[src/rtl/xor_net_sequencer_if.sv]
// Bus between the XOR-network sequencer and its environment: input pair,
// hidden/output neuron control and result handshake.
interface xor_net_sequencer_if #(
   parameter int DATA_WIDTH = 8
);
   logic                         in_valid;
   logic                         in_ready;
   logic signed [DATA_WIDTH-1:0] in_x1;
   logic signed [DATA_WIDTH-1:0] in_x2;
   logic                         nn_en;
   logic                         hid_run;
   logic signed [DATA_WIDTH-1:0] hid_x1;
   logic signed [DATA_WIDTH-1:0] hid_x2;
   logic signed [DATA_WIDTH-1:0] hid_y1;
   logic signed [DATA_WIDTH-1:0] hid_y2;
   logic                         hid_rdy1;
   logic                         hid_rdy2;
   logic                         out_run;
   logic signed [DATA_WIDTH-1:0] out_x1;
   logic signed [DATA_WIDTH-1:0] out_x2;
   logic signed [DATA_WIDTH-1:0] out_y;
   logic                         out_rdy;
   logic                         res_valid;
   logic                         res_ready;
   logic signed [DATA_WIDTH-1:0] res_y;
   logic                         res_bit;
   logic                         res_err;

   modport master (
      input  in_valid, in_x1, in_x2, hid_y1, hid_y2, hid_rdy1, hid_rdy2,
             out_y, out_rdy, res_ready,
      output in_ready, nn_en, hid_run, hid_x1, hid_x2, out_run, out_x1, out_x2,
             res_valid, res_y, res_bit, res_err
   );

   modport slave (
      output in_valid, in_x1, in_x2, hid_y1, hid_y2, hid_rdy1, hid_rdy2,
             out_y, out_rdy, res_ready,
      input  in_ready, nn_en, hid_run, hid_x1, hid_x2, out_run, out_x1, out_x2,
             res_valid, res_y, res_bit, res_err
   );
endinterface

[src/rtl/xor_net_sequencer.sv]
// Sequences two hidden sigmoid neurons and one output neuron for one XOR
// evaluation; every bus output is a register driven from the next state.
module xor_net_sequencer #(
   parameter int DATA_WIDTH = 8,
   parameter int FRAC_BITS  = 4,
   parameter int THRESH     = 1 << (FRAC_BITS - 1),
   parameter int TIMEOUT    = 31
) (
   input logic                 clk,
   input logic                 rst,
   xor_net_sequencer_if.master bus
);
   localparam int CNT_W = $clog2(TIMEOUT + 1);
   localparam logic [CNT_W-1:0] CNT_LAST = CNT_W'(TIMEOUT - 1);
   localparam logic signed [DATA_WIDTH-1:0] THRESH_W = DATA_WIDTH'(THRESH);

   typedef enum logic [2:0] {
      IDLE, HID_RUN, HID_WAIT, OUT_RUN, OUT_WAIT, DONE
   } state_t;

   state_t                       state_q, state_d;
   logic                         in_ready_q, in_ready_d;
   logic                         hid_run_q, hid_run_d;
   logic                         out_run_q, out_run_d;
   logic                         res_valid_q, res_valid_d;
   logic signed [DATA_WIDTH-1:0] hid_x1_q, hid_x1_d, hid_x2_q, hid_x2_d;
   logic signed [DATA_WIDTH-1:0] out_x1_q, out_x1_d, out_x2_q, out_x2_d;
   logic signed [DATA_WIDTH-1:0] res_y_q, res_y_d;
   logic                         res_bit_q, res_bit_d, res_err_q, res_err_d;
   logic                         f1_q, f1_d, f2_q, f2_d;
   logic [CNT_W-1:0]             cnt_q, cnt_d;

   // NOTE: every register, including the datapath words, takes the async reset
   // so an aborted operation can never leak stale values downstream.
   always_ff @(posedge clk or negedge rst) begin
      if (!rst) begin
         state_q     <= IDLE;
         in_ready_q  <= 1'b1;
         hid_run_q   <= 1'b0;
         out_run_q   <= 1'b0;
         res_valid_q <= 1'b0;
         hid_x1_q    <= '0;
         hid_x2_q    <= '0;
         out_x1_q    <= '0;
         out_x2_q    <= '0;
         res_y_q     <= '0;
         res_bit_q   <= 1'b0;
         res_err_q   <= 1'b0;
         f1_q        <= 1'b0;
         f2_q        <= 1'b0;
         cnt_q       <= '0;
      end else begin
         // NOTE: non-blocking assignments so every register samples pre-edge values.
         state_q     <= state_d;
         in_ready_q  <= in_ready_d;
         hid_run_q   <= hid_run_d;
         out_run_q   <= out_run_d;
         res_valid_q <= res_valid_d;
         hid_x1_q    <= hid_x1_d;
         hid_x2_q    <= hid_x2_d;
         out_x1_q    <= out_x1_d;
         out_x2_q    <= out_x2_d;
         res_y_q     <= res_y_d;
         res_bit_q   <= res_bit_d;
         res_err_q   <= res_err_d;
         f1_q        <= f1_d;
         f2_q        <= f2_d;
         cnt_q       <= cnt_d;
      end
   end

   always_comb begin
      // NOTE: hold-value defaults first, so no path through the case infers a latch.
      state_d   = state_q;
      hid_x1_d  = hid_x1_q;
      hid_x2_d  = hid_x2_q;
      out_x1_d  = out_x1_q;
      out_x2_d  = out_x2_q;
      res_y_d   = res_y_q;
      res_bit_d = res_bit_q;
      res_err_d = res_err_q;
      f1_d      = f1_q;
      f2_d      = f2_q;
      cnt_d     = cnt_q;

      unique case (state_q)
         IDLE: begin
            if (bus.in_valid && in_ready_q) begin
               hid_x1_d = bus.in_x1;
               hid_x2_d = bus.in_x2;
               state_d  = HID_RUN;
            end
         end
         HID_RUN: begin
            // Ready pulses seen here belong to an earlier launch.
            f1_d    = 1'b0;
            f2_d    = 1'b0;
            cnt_d   = '0;
            state_d = HID_WAIT;
         end
         HID_WAIT: begin
            if (bus.hid_rdy1) begin
               f1_d     = 1'b1;
               out_x1_d = bus.hid_y1;
            end
            if (bus.hid_rdy2) begin
               f2_d     = 1'b1;
               out_x2_d = bus.hid_y2;
            end
            if (f1_d && f2_d) begin
               state_d = OUT_RUN;
            end else if (cnt_q == CNT_LAST) begin
               res_y_d   = '0;
               res_bit_d = 1'b0;
               res_err_d = 1'b1;
               state_d   = DONE;
            end else begin
               cnt_d = cnt_q + 1'b1;
            end
         end
         OUT_RUN: begin
            cnt_d   = '0;
            state_d = OUT_WAIT;
         end
         OUT_WAIT: begin
            if (bus.out_rdy) begin
               res_y_d   = bus.out_y;
               res_bit_d = (bus.out_y >= THRESH_W);
               res_err_d = 1'b0;
               state_d   = DONE;
            end else if (cnt_q == CNT_LAST) begin
               res_y_d   = '0;
               res_bit_d = 1'b0;
               res_err_d = 1'b1;
               state_d   = DONE;
            end else begin
               cnt_d = cnt_q + 1'b1;
            end
         end
         DONE: begin
            if (bus.res_ready) begin
               res_err_d = 1'b0;
               state_d   = IDLE;
            end
         end
         default: state_d = IDLE;
      endcase
   end

   // Handshake and strobe outputs are decoded from the next state so they are
   // registered yet line up exactly with the state they belong to.
   always_comb begin
      in_ready_d  = (state_d == IDLE);
      hid_run_d   = (state_d == HID_RUN);
      out_run_d   = (state_d == OUT_RUN);
      res_valid_d = (state_d == DONE);
   end

   assign bus.nn_en     = rst;
   assign bus.in_ready  = in_ready_q;
   assign bus.hid_run   = hid_run_q;
   assign bus.hid_x1    = hid_x1_q;
   assign bus.hid_x2    = hid_x2_q;
   assign bus.out_run   = out_run_q;
   assign bus.out_x1    = out_x1_q;
   assign bus.out_x2    = out_x2_q;
   assign bus.res_valid = res_valid_q;
   assign bus.res_y     = res_y_q;
   assign bus.res_bit   = res_bit_q;
   assign bus.res_err   = res_err_q;
endmodule

[src/flat_wrapper.sv]
// flat-port wrapper written by rule: the top's interface ports become plain ports
module xor_net_sequencer_flat 
#(
   parameter int DATA_WIDTH = 8,
   parameter int FRAC_BITS  = 4,
   parameter int THRESH     = 1 << (FRAC_BITS - 1),
   parameter int TIMEOUT    = 31
)
  (clk, rst, bus_in_valid, bus_in_x1, bus_in_x2, bus_hid_y1, bus_hid_y2, bus_hid_rdy1, bus_hid_rdy2, bus_out_y, bus_out_rdy, bus_res_ready, bus_in_ready, bus_nn_en, bus_hid_run, bus_hid_x1, bus_hid_x2, bus_out_run, bus_out_x1, bus_out_x2, bus_res_valid, bus_res_y, bus_res_bit, bus_res_err);
  xor_net_sequencer_if #(.DATA_WIDTH(DATA_WIDTH)) bus_i ();
  input logic clk;
  input logic rst;
  input wire logic [$bits(bus_i.in_valid)-1:0] bus_in_valid;
  input wire logic [$bits(bus_i.in_x1)-1:0] bus_in_x1;
  input wire logic [$bits(bus_i.in_x2)-1:0] bus_in_x2;
  input wire logic [$bits(bus_i.hid_y1)-1:0] bus_hid_y1;
  input wire logic [$bits(bus_i.hid_y2)-1:0] bus_hid_y2;
  input wire logic [$bits(bus_i.hid_rdy1)-1:0] bus_hid_rdy1;
  input wire logic [$bits(bus_i.hid_rdy2)-1:0] bus_hid_rdy2;
  input wire logic [$bits(bus_i.out_y)-1:0] bus_out_y;
  input wire logic [$bits(bus_i.out_rdy)-1:0] bus_out_rdy;
  input wire logic [$bits(bus_i.res_ready)-1:0] bus_res_ready;
  output wire logic [$bits(bus_i.in_ready)-1:0] bus_in_ready;
  output wire logic [$bits(bus_i.nn_en)-1:0] bus_nn_en;
  output wire logic [$bits(bus_i.hid_run)-1:0] bus_hid_run;
  output wire logic [$bits(bus_i.hid_x1)-1:0] bus_hid_x1;
  output wire logic [$bits(bus_i.hid_x2)-1:0] bus_hid_x2;
  output wire logic [$bits(bus_i.out_run)-1:0] bus_out_run;
  output wire logic [$bits(bus_i.out_x1)-1:0] bus_out_x1;
  output wire logic [$bits(bus_i.out_x2)-1:0] bus_out_x2;
  output wire logic [$bits(bus_i.res_valid)-1:0] bus_res_valid;
  output wire logic [$bits(bus_i.res_y)-1:0] bus_res_y;
  output wire logic [$bits(bus_i.res_bit)-1:0] bus_res_bit;
  output wire logic [$bits(bus_i.res_err)-1:0] bus_res_err;
  assign bus_i.in_valid = bus_in_valid;
  assign bus_i.in_x1 = bus_in_x1;
  assign bus_i.in_x2 = bus_in_x2;
  assign bus_i.hid_y1 = bus_hid_y1;
  assign bus_i.hid_y2 = bus_hid_y2;
  assign bus_i.hid_rdy1 = bus_hid_rdy1;
  assign bus_i.hid_rdy2 = bus_hid_rdy2;
  assign bus_i.out_y = bus_out_y;
  assign bus_i.out_rdy = bus_out_rdy;
  assign bus_i.res_ready = bus_res_ready;
  assign bus_in_ready = bus_i.in_ready;
  assign bus_nn_en = bus_i.nn_en;
  assign bus_hid_run = bus_i.hid_run;
  assign bus_hid_x1 = bus_i.hid_x1;
  assign bus_hid_x2 = bus_i.hid_x2;
  assign bus_out_run = bus_i.out_run;
  assign bus_out_x1 = bus_i.out_x1;
  assign bus_out_x2 = bus_i.out_x2;
  assign bus_res_valid = bus_i.res_valid;
  assign bus_res_y = bus_i.res_y;
  assign bus_res_bit = bus_i.res_bit;
  assign bus_res_err = bus_i.res_err;
  xor_net_sequencer #(.DATA_WIDTH(DATA_WIDTH), .FRAC_BITS(FRAC_BITS), .THRESH(THRESH), .TIMEOUT(TIMEOUT)) u_core (.clk(clk), .rst(rst), .bus(bus_i));
endmodule
[config.mk]
export PLATFORM = sky130hd
export DESIGN_NAME = xor_net_sequencer_flat
export DESIGN_NICKNAME = d
export VERILOG_FILES = /design/src/rtl/xor_net_sequencer_if.sv /design/src/rtl/xor_net_sequencer.sv /design/src/flat_wrapper.sv
export SDC_FILE = /design/constraint.sdc
export NUM_CORES = 1
export LEC_CHECK = 0
export BUFFER_PORTS_ARGS = -buffer_cell sky130_fd_sc_hd__buf_2
export CORE_MARGIN = 2
export CORE_UTILIZATION = 29
export CTS_BUF_LIST = sky130_fd_sc_hd__clkbuf_16
export DETAILED_ROUTE_END_ITERATION = 7
export PLACE_DENSITY_LB_ADDON = 0.08
export SKIP_CTS_REPAIR_TIMING = 1
export SLEW_MARGIN = 20
export SYNTH_ARGS = -nofsm -noshare
export SYNTH_HDL_FRONTEND = slang
export SYNTH_SLANG_ARGS = --single-unit
[constraint.sdc]
create_clock -name clk -period 3.9 [get_ports clk]
set_clock_uncertainty 0.05 [all_clocks]
set_input_delay 1.17 -clock clk [delete_from_list [all_inputs] [get_ports clk]]
set_output_delay 1.17 -clock clk [all_outputs]
set_load 0.005 [all_outputs]
==> After elaboration in Yosys (flattened, before gate mapping) <==
Index checks and enable logic that the tools add are counted.
{ "op_classes": {"add_sub_neg": 1, "order_cmp": 1, "n_eq_ne": 12, "n_mux": 29, "n_reduce_logical": 15} }
{ "op_table": {"columns": ["cell", "n"], "rows": [
  ["two-way mux 8 bit", 3],
  ["one-hot mux 3 bit (6 select lines)", 1],
  ["one-hot mux 8 bit (2 select lines)", 1],
  ["two-way mux 3 bit", 5],
  ["two-way mux 5 bit", 3],
  ["one-hot mux 5 bit (3 select lines)", 1],
  ["two-way mux 1 bit", 11],
  ["equality test 3 x 2 -> 1 bit (second input constant)", 3],
  ["equality test 3 bit (second input constant)", 3],
  ["greater-or-equal comparator 8 x 5 -> 1 bit (second input constant)", 1],
  ["AND reduction 2 bit", 4],
  ["equality test 3 x 1 -> 1 bit (second input constant)", 2],
  ["logical NOT 3 bit", 2],
  ["!= test 2 bit (second input constant)", 3],
  ["one-hot mux 1 bit (2 select lines)", 3],
  ["AND reduction 3 bit", 2],
  ["nonzero test 3 bit", 2],
  ["adder 5 x 1 -> 5 bit (second input constant)", 1],
  ["equality test 5 bit (second input constant)", 1],
  ["nonzero test 2 bit", 2],
  ["one-hot mux 1 bit (3 select lines)", 1],
  ["logical AND 1 bit", 2],
  ["OR reduction 2 bit", 1]
]} }
{ "totals": {"register_bits": 56, "inputBits": 47, "wordCells": 73} }

==> Depth between registers and ports, before layout <==
Gate-level depths: netlist of run 1.
{ "logic_depth": {"depth_word": 6, "mapped_depth": 6, "depth_no_buf": 6} }

==> Least setup slack after synthesis of run 1 <==
OpenSTA, ideal clock, no wires.
{ "synth_timing": {"path_type": "input to output", "start": "input port rst", "end": "output port bus_nn_en", "t_arrival_ps": 1281, "setup_slack_ps": 1399, "path_stages": 1, "cell_sequence": "buf_4"} }
{ "synth_rtl": {"columns": ["item", "line", "rtl"], "rows": [
  ["from (decl)", "flat_wrapper.sv:12", "input logic rst;"],
  ["to (decl)", "flat_wrapper.sv:24", "output wire logic [$bits(bus_i.nn_en)-1:0] bus_nn_en;"]
]} }
No word-level cell between the ends.

==> Worst setup path in the final report of run 1 <==
{ "layout_timing": {"start": "input port rst", "end": "output port bus_nn_en"} }
No word-level cell between the ends.

==> results.yml, run 1 <==
run_status:
  status: "completed"
sta:
  fin_tns_setup_ns: 0
  rsz0062_at_grt: "false"
  worst-slew-pin-transition_ns: 0.918
  slew_viol_final: 0
  fin_crit_ns: 2.61
  setup_viol: 0
  fin_crit_sh_pct: 66.9
  max_freq_mhz: 383
  hold_viol: 0
  max-slew-margin-rel_pct: 38.5
logic_synthesis:
  yosys_warnings: 0
  syn_inst: 177
  seq_area_frac_synth_pct: 57.9
  synth-async-reset-ratio_pct: 100
  yosys_register_bits: 56
  synth.net_count: 226
  synth_edf_count: 0
  syn_avg_cell_area_um2: 13.7
  synth_area_um2: 2420
  synthFlopType: "dfrtp_1"
  yosysUniqueCellTypes: 43
critical_path:
  crit_top_cell: "buf_2"
  cp.required_ns: 2.68
  worstPathArrival_ns: 1.39
  reg2regPathDepth: 4
  critPathBufInv: 2
  cp_max_fo: 2
  rrSetupSlack_ns: 1.81
  slowest_delay_ns: 0.12
  cp_slowest_cell: "buf_2"
  crit_cells: 2
  path_class: "in -> out"
  start_kind: "input port"
  end_kind: "primary output"
  path_delay_family: "buffers and inverters"
  cp_cell_sequence: "buf_2 -> buf_2"
global_routing:
  grt.overflow.total: 0
  antenna_found_initial: 0
  grt_pass1_vias: 1591
  grt_max_degree: 57
  track_usage_pct: 10.8
  grt_pass1_wl_mm: 7.62
hold_path:
  hold_path_depth: 1
  hp-class: "reg -> reg"
pwr:
  power_density_nw_per_um2: 759
  ir_worst_vdd_uv: 202
  p_total_mw: 2.39
  leakagePower_nw: 1.52
place:
  numPortBuffers: 93
  place_hpwl_mm: 3.60
  routabilityCongestion: 0.690
  placed_cell_area_um2: 2970
floorplanning:
  start_util_pct: 29.8
  rows: 33
  die_w_um: 95.4
  die_h_um: 95.4
  pin_count: 94
  core_area_um2: 8130
  die_area_um2: 9100
clocking:
  h-tree-depth: 2
  cts_sinks: 56
  cts_made_buffers: 5
  clock-root-buffer: "clkbuf_16"
  clk-insertion-delay-late_ns: 0.28
  cts.path.max_buffers: 2
  cts_tree: "done"
  clk_pin_slew_ns: 0.07
final_layout:
  drive_above_1_share_pct: 55.4
  fillerInstances: 823
  antennaDiodeCount: 0
  synthToLayoutAreaGrowth_pct: 30.3
  multiInputGateArea_um2: 940
  fin_nets: 317
  seq_area_um2: 1400
  final_design_area_no_fill_um2: 3150
routing:
  drtPass1Iterations: 4
  vias: 1708
  drtIter0Drc: 45
  viasPerCell: 4.57
  drcViolationCount: 0
  wl_mm: 4.99
  wire_per_inst_um: 13.3
  ant_nets: 0
run:
  cap_violations: 0
logic make-up (layout without fill, tap and decap cells):
group	Yosys count	count (layout)	share of synthesized area [%]
flops	56	56	57.9
compound gates	33	33	10.3
simple gates	34	34	10.5
mux	37	37	17.0
fa+ha+maj	2	2	1.03
buf+inv	15	107	3.26
registers in the layout (all words and copies together) (netlist names):
| name | flops |
|---|---|
| u_core.bus.out_x2 | 8 |
| u_core.bus.res_bit | 1 |
| u_core.bus.res_valid | 1 |
| u_core.bus.out_x1 | 8 |
| u_core.bus.hid_x1 | 8 |
| u_core.bus.out_run | 1 |
| u_core.f2_q | 1 |
| u_core.bus.res_err | 1 |
| u_core.f1_q | 1 |
| u_core.bus.hid_run | 1 |
| u_core.bus.hid_x2 | 8 |
| u_core.state_q | 3 |
| u_core.bus.res_y | 8 |
| u_core.bus.in_ready | 1 |
| u_core.cnt_q | 5 |
path summary, 6_finish.rpt:
| check | start | to |
|---|---|---|
| min in group asynchronous | rst | u_core.bus.out_x2[2]$_DFFE_PN0P_ |
| worst min-delay path | u_core.bus.res_y[1]$_DFFE_PN0P_ | u_core.bus.res_y[1]$_DFFE_PN0P_ |
| max in group asynchronous | rst | u_core.bus.res_y[2]$_DFFE_PN0P_ |
| worst max-delay path | rst | bus_nn_en |
| worst max register to register | u_core.state_q[1]$_DFF_PN0_ | u_core.bus.res_y[7]$_DFFE_PN0P_ |
| worst min register to register | u_core.bus.res_y[1]$_DFFE_PN0P_ | u_core.bus.res_y[1]$_DFFE_PN0P_ |
metal layers:
metal  wire length [µm]  track usage (%)  up-vias
li1                   -                -      826
met1               2340             14.8      832
met2               2260             16.8       46
met3                328             2.61        4
met4                 60             3.93        0
met5                  0                0        -
power breakdown:
group / leakage (nW) / internal, mW / switching (mW) / total [mW]
Combinational: 0.740 / 0.468 / 0.340 / 0.808
Sequential: 0.688 / 0.846 / 0.179 / 1.02
Clock: 0.0952 / 0.366 / 0.196 / 0.561
Total: 1.52 / 1.68 / 0.714 / 2.39
metrics by stage:
| step | setup slack, ns | utilization [%] | instances | hold WS [ns] |
|---|---|---|---|---|
| global route | 1.27 | 38.8 | 374 | 0.461 |
| floorplan | 1.40 | - | 177 | 0.429 |
| CTS | 1.29 | 38.8 | 374 | 0.451 |
| finish | 1.29 | 38.8 | 374 | 0.447 |
| detailed placement | 1.29 | 36.5 | 366 | 0.432 |
| global placement | 1.29 | 36.5 | 366 | 0.425 |
final cells by class:
| class | instances | share of cell area (%) |
|---|---|---|
| clock buffers | 5 | 3.97 |
| clock inverters | 3 | 2.02 |
| inverters | 5 | 0.595 |
| multi-input cells | 106 | 29.8 |
| flip-flops and latches | 56 | 44.5 |
| well taps | 105 | 4.17 |
| repair buffers | 94 | 15.0 |
synth_stat cells, types with 2 or more instances:
master / count / area, µm²
dfrtp_1: 55 / 1380
mux2_2: 32 / 360
a22o_1: 8 / 70.1
a21oi_1: 7 / 35.0
buf_2: 6 / 30.0
o21ai_0: 6 / 30.0
mux2i_1: 5 / 50.1
buf_4: 4 / 30.0
inv_1: 4 / 15.0
nand3_1: 4 / 20.0
nand2_1: 3 / 11.3
nand2b_1: 3 / 18.8
nand4_1: 3 / 18.8
nor2_1: 3 / 11.3
a31oi_1: 2 / 12.5
and3_1: 2 / 12.5
ha_1: 2 / 25.0
nor2b_1: 2 / 12.5
nor3_1: 2 / 10.0
cell usage in the layout, fill, tap and decap left out, drive strengths merged, types with 3 or more instances in the layout:
cell    count
o21ai       6
nand4       3
nor2        4
a22o        8
nand2b      4
nand2       3
dfrtp      55
buf        94
clkbuf      5
nand3       4
mux2       32
a21oi       8
inv         6
mux2i       5
Note: power is estimated with default switching activity, not from simulation.
==> run 2, diff against run 1 <==
- ABC_AREA: not set -> 1
- clock period: 3.9 -> 2.4 ns (I/O delays scaled with it)
==> run 2 against run 1 <==
Via count grew 27%. Core utilization shrank 0.13 points. Total power grew 56%. Cell count grew 34%. Largest cell class unchanged.
==> results.yml, run 2 <==
sta:
  hold_viol: 0
  worst-slew-pin-transition_ns: 0.717
  max_freq_mhz: 581
  setup_viol: 0
  fin_crit_ns: 1.72
  fin_tns_setup_ns: 0
  slew_viol_final: 0
  fin_crit_sh_pct: 71.7
  rsz0062_at_grt: "false"
  max-slew-margin-rel_pct: 52.2
floorplanning:
  die_area_um2: 9230
  core_area_um2: 8220
  rows: 33
  pin_count: 94
  die_h_um: 96.1
  start_util_pct: 29.9
  die_w_um: 96.1
final_layout:
  drive_above_1_share_pct: 29.6
  final_common_cell: "nand2_1"
  fin_nets: 443
  fillerInstances: 891
  fin_util_pct: 38.6
  layout_common_cells: "138 x nand2_1, 93 x buf_2, 55 x dfrtp_1"
  antennaDiodeCount: 0
  final_cells: 500
  synthToLayoutAreaGrowth_pct: 29.2
logic_synthesis:
  synth_area_um2: 2460
  syn_inst: 298
  synth.net_count: 347
  synth-adder-area-share_pct: 1.02
  synth-async-reset-ratio_pct: 100
  synth_edf_count: 0
  syn_avg_cell_area_um2: 8.25
  muxShareOfSynthArea_pct: 0
  yosys.area_share.simple_pct: 33.5
  synth.largest_area_cell: "dfrtp_1"
  synth-xor-area-share_pct: 1.07
  yosys_warnings: 0
  yosys_register_bits: 56
  synth_area_leaders: "dfrtp_1 56%, nand2_1 21%, nand3_1 6.7%"
  synth_compound_area_share_pct: 2.14
  synthFlopType: "dfrtp_1"
  seq_area_frac_synth_pct: 57.1
  synthTopCellsByCount: "138 x nand2_1, 55 x dfrtp_1, 33 x nand3_1"
  synth_top_family_by_area: "simple AND/OR/NAND/NOR gates"
  yosysUniqueCellTypes: 21
  synth_top_area_share_pct: 56.0
  synth.most_common_cell: "nand2_1"
run_status:
  status: "completed"
pwr:
  p_int_mw: 2.35
  leakagePower_nw: 1.89
  p_seq_share_pct: 43.2
  ir_worst_vdd_uv: 375
  combinationalPowerShare_pct: 38.0
  p_total_mw: 3.73
  clock_power_share_pct: 18.9
  power_density_nw_per_um2: 1170
  p_sw_mw: 1.38
  switching_share_pct: 37.1
run:
  cap_violations: 0
hold_path:
  hp-class: "reg -> reg"
global_routing:
  grt_pass1_vias: 2031
  grt.overflow.total: 0
  track_usage_pct: 12.6
  grt_max_degree: 57
  antenna_found_initial: 0
  grt_pass1_wl_mm: 9.21
critical_path:
  slowest_delay_ns: 0.12
  crit_top_cell: "buf_2"
  cp_slowest_cell: "buf_2"
  cp_cell_sequence: "buf_2 -> buf_2"
  path_class: "in -> out"
  path_delay_family: "buffers and inverters"
  end_kind: "primary output"
  cp_max_fo: 2
  start_kind: "input port"
  cp.required_ns: 1.63
  critPathBufInv: 2
  worstPathArrival_ns: 0.95
clocking:
  clock-root-buffer: "clkbuf_16"
  cts_tree: "done"
  cts_made_buffers: 5
  h-tree-depth: 2
  cts.path.max_buffers: 2
  clk_pin_slew_ns: 0.07
  cts_sinks: 56
  clk-insertion-delay-late_ns: 0.28
routing:
  wl_met1_mm: 2.71
  vias: 2176
  drtPass1Iterations: 4
  dr_wl_met3_um: 395
  viasPerCell: 4.35
  route.met2.wl_mm: 2.64
  top_layer_used: "met4"
  ant_nets: 0
  drcViolationCount: 0
  wire_per_inst_um: 11.5
  drtIter0Drc: 99
  wl_mm: 5.76
place:
  dp.cells: 492
  place_hpwl_mm: 4.19
  numPortBuffers: 93
  routabilityCongestion: 0.801
## run 2: power groups by stage
stage / Combinational [mW] / Clock [mW] / Sequential (mW)
floorplan: 0.788 / 0 / 1.65
detailed placement: 1.45 / 0 / 1.62
CTS: 1.45 / 0.729 / 1.61
global placement: 1.43 / 0 / 1.63
global route: 1.66 / 0.779 / 1.67
finish: 1.42 / 0.703 / 1.61
## run 2: routing by layer
layer  vias up  track usage [%]
met3         2             3.13
met1       990             16.8
met2        60             20.9
met5         -                0
met4         0             2.14
li1       1124                -
## run 2: path summary, 6_finish.rpt
path | slack [ns] | depth (start not counted) | end | start
max | 0.68 | 2 | bus_nn_en | rst
min | 0.42 | 2 | u_core.bus.out_x2[0]$_DFFE_PN0P_ | u_core.bus.out_x2[0]$_DFFE_PN0P_
max reg2reg | 0.75 | 8 | u_core.cnt_q[2]$_DFFE_PN0P_ | u_core.state_q[2]$_DFF_PN0_
min reg2reg | 0.42 | 2 | u_core.bus.out_x2[0]$_DFFE_PN0P_ | u_core.bus.out_x2[0]$_DFFE_PN0P_
max in group asynchronous | 1.26 | 2 | u_core.bus.out_x2[2]$_DFFE_PN0P_ | rst
min in group asynchronous | 0.53 | 2 | u_core.bus.out_x1[5]$_DFFE_PN0P_ | rst
## run 2: through the flow
stage,hold WS (ns),worst slack [ns],cell area [µm²]
6_report,0.419,0.678,3180
5_1_grt,0.443,0.582,3180
4_1_cts,0.424,0.671,3180
3_5_place_dp,0.406,0.559,3030
3_3_place_gp,0.401,0.603,3030
2_1_floorplan,0.374,0.799,2460
## run 2: worst register-to-register path: cells and delay by family, from the launching register on
kind,cells,cell delay [ns]
and+or+nand+nor,4,0.38
buffers and inverters,2,0.37
AOI/OAI and AO/OA,2,0.36
DFF,1,0.43
## run 2: kinds of logic after synthesis
family          after synthesis
buf+inv                      30
simple gates                197
flops                        56
fa+ha+maj                     2
xor+xnor                      3
compound gates               10
## run 2: area by class of cell
class | count | area [µm²] | share of cell area, %
well taps | 105 | 131 | 4.14
multi-input cells | 212 | 926 | 29.2
repair buffers | 96 | 488 | 15.4
clock buffers | 5 | 125 | 3.94
flip-flops and latches | 56 | 1400 | 44.2
clock inverters | 3 | 16.3 | 0.512
inverters | 23 | 86.3 | 2.72
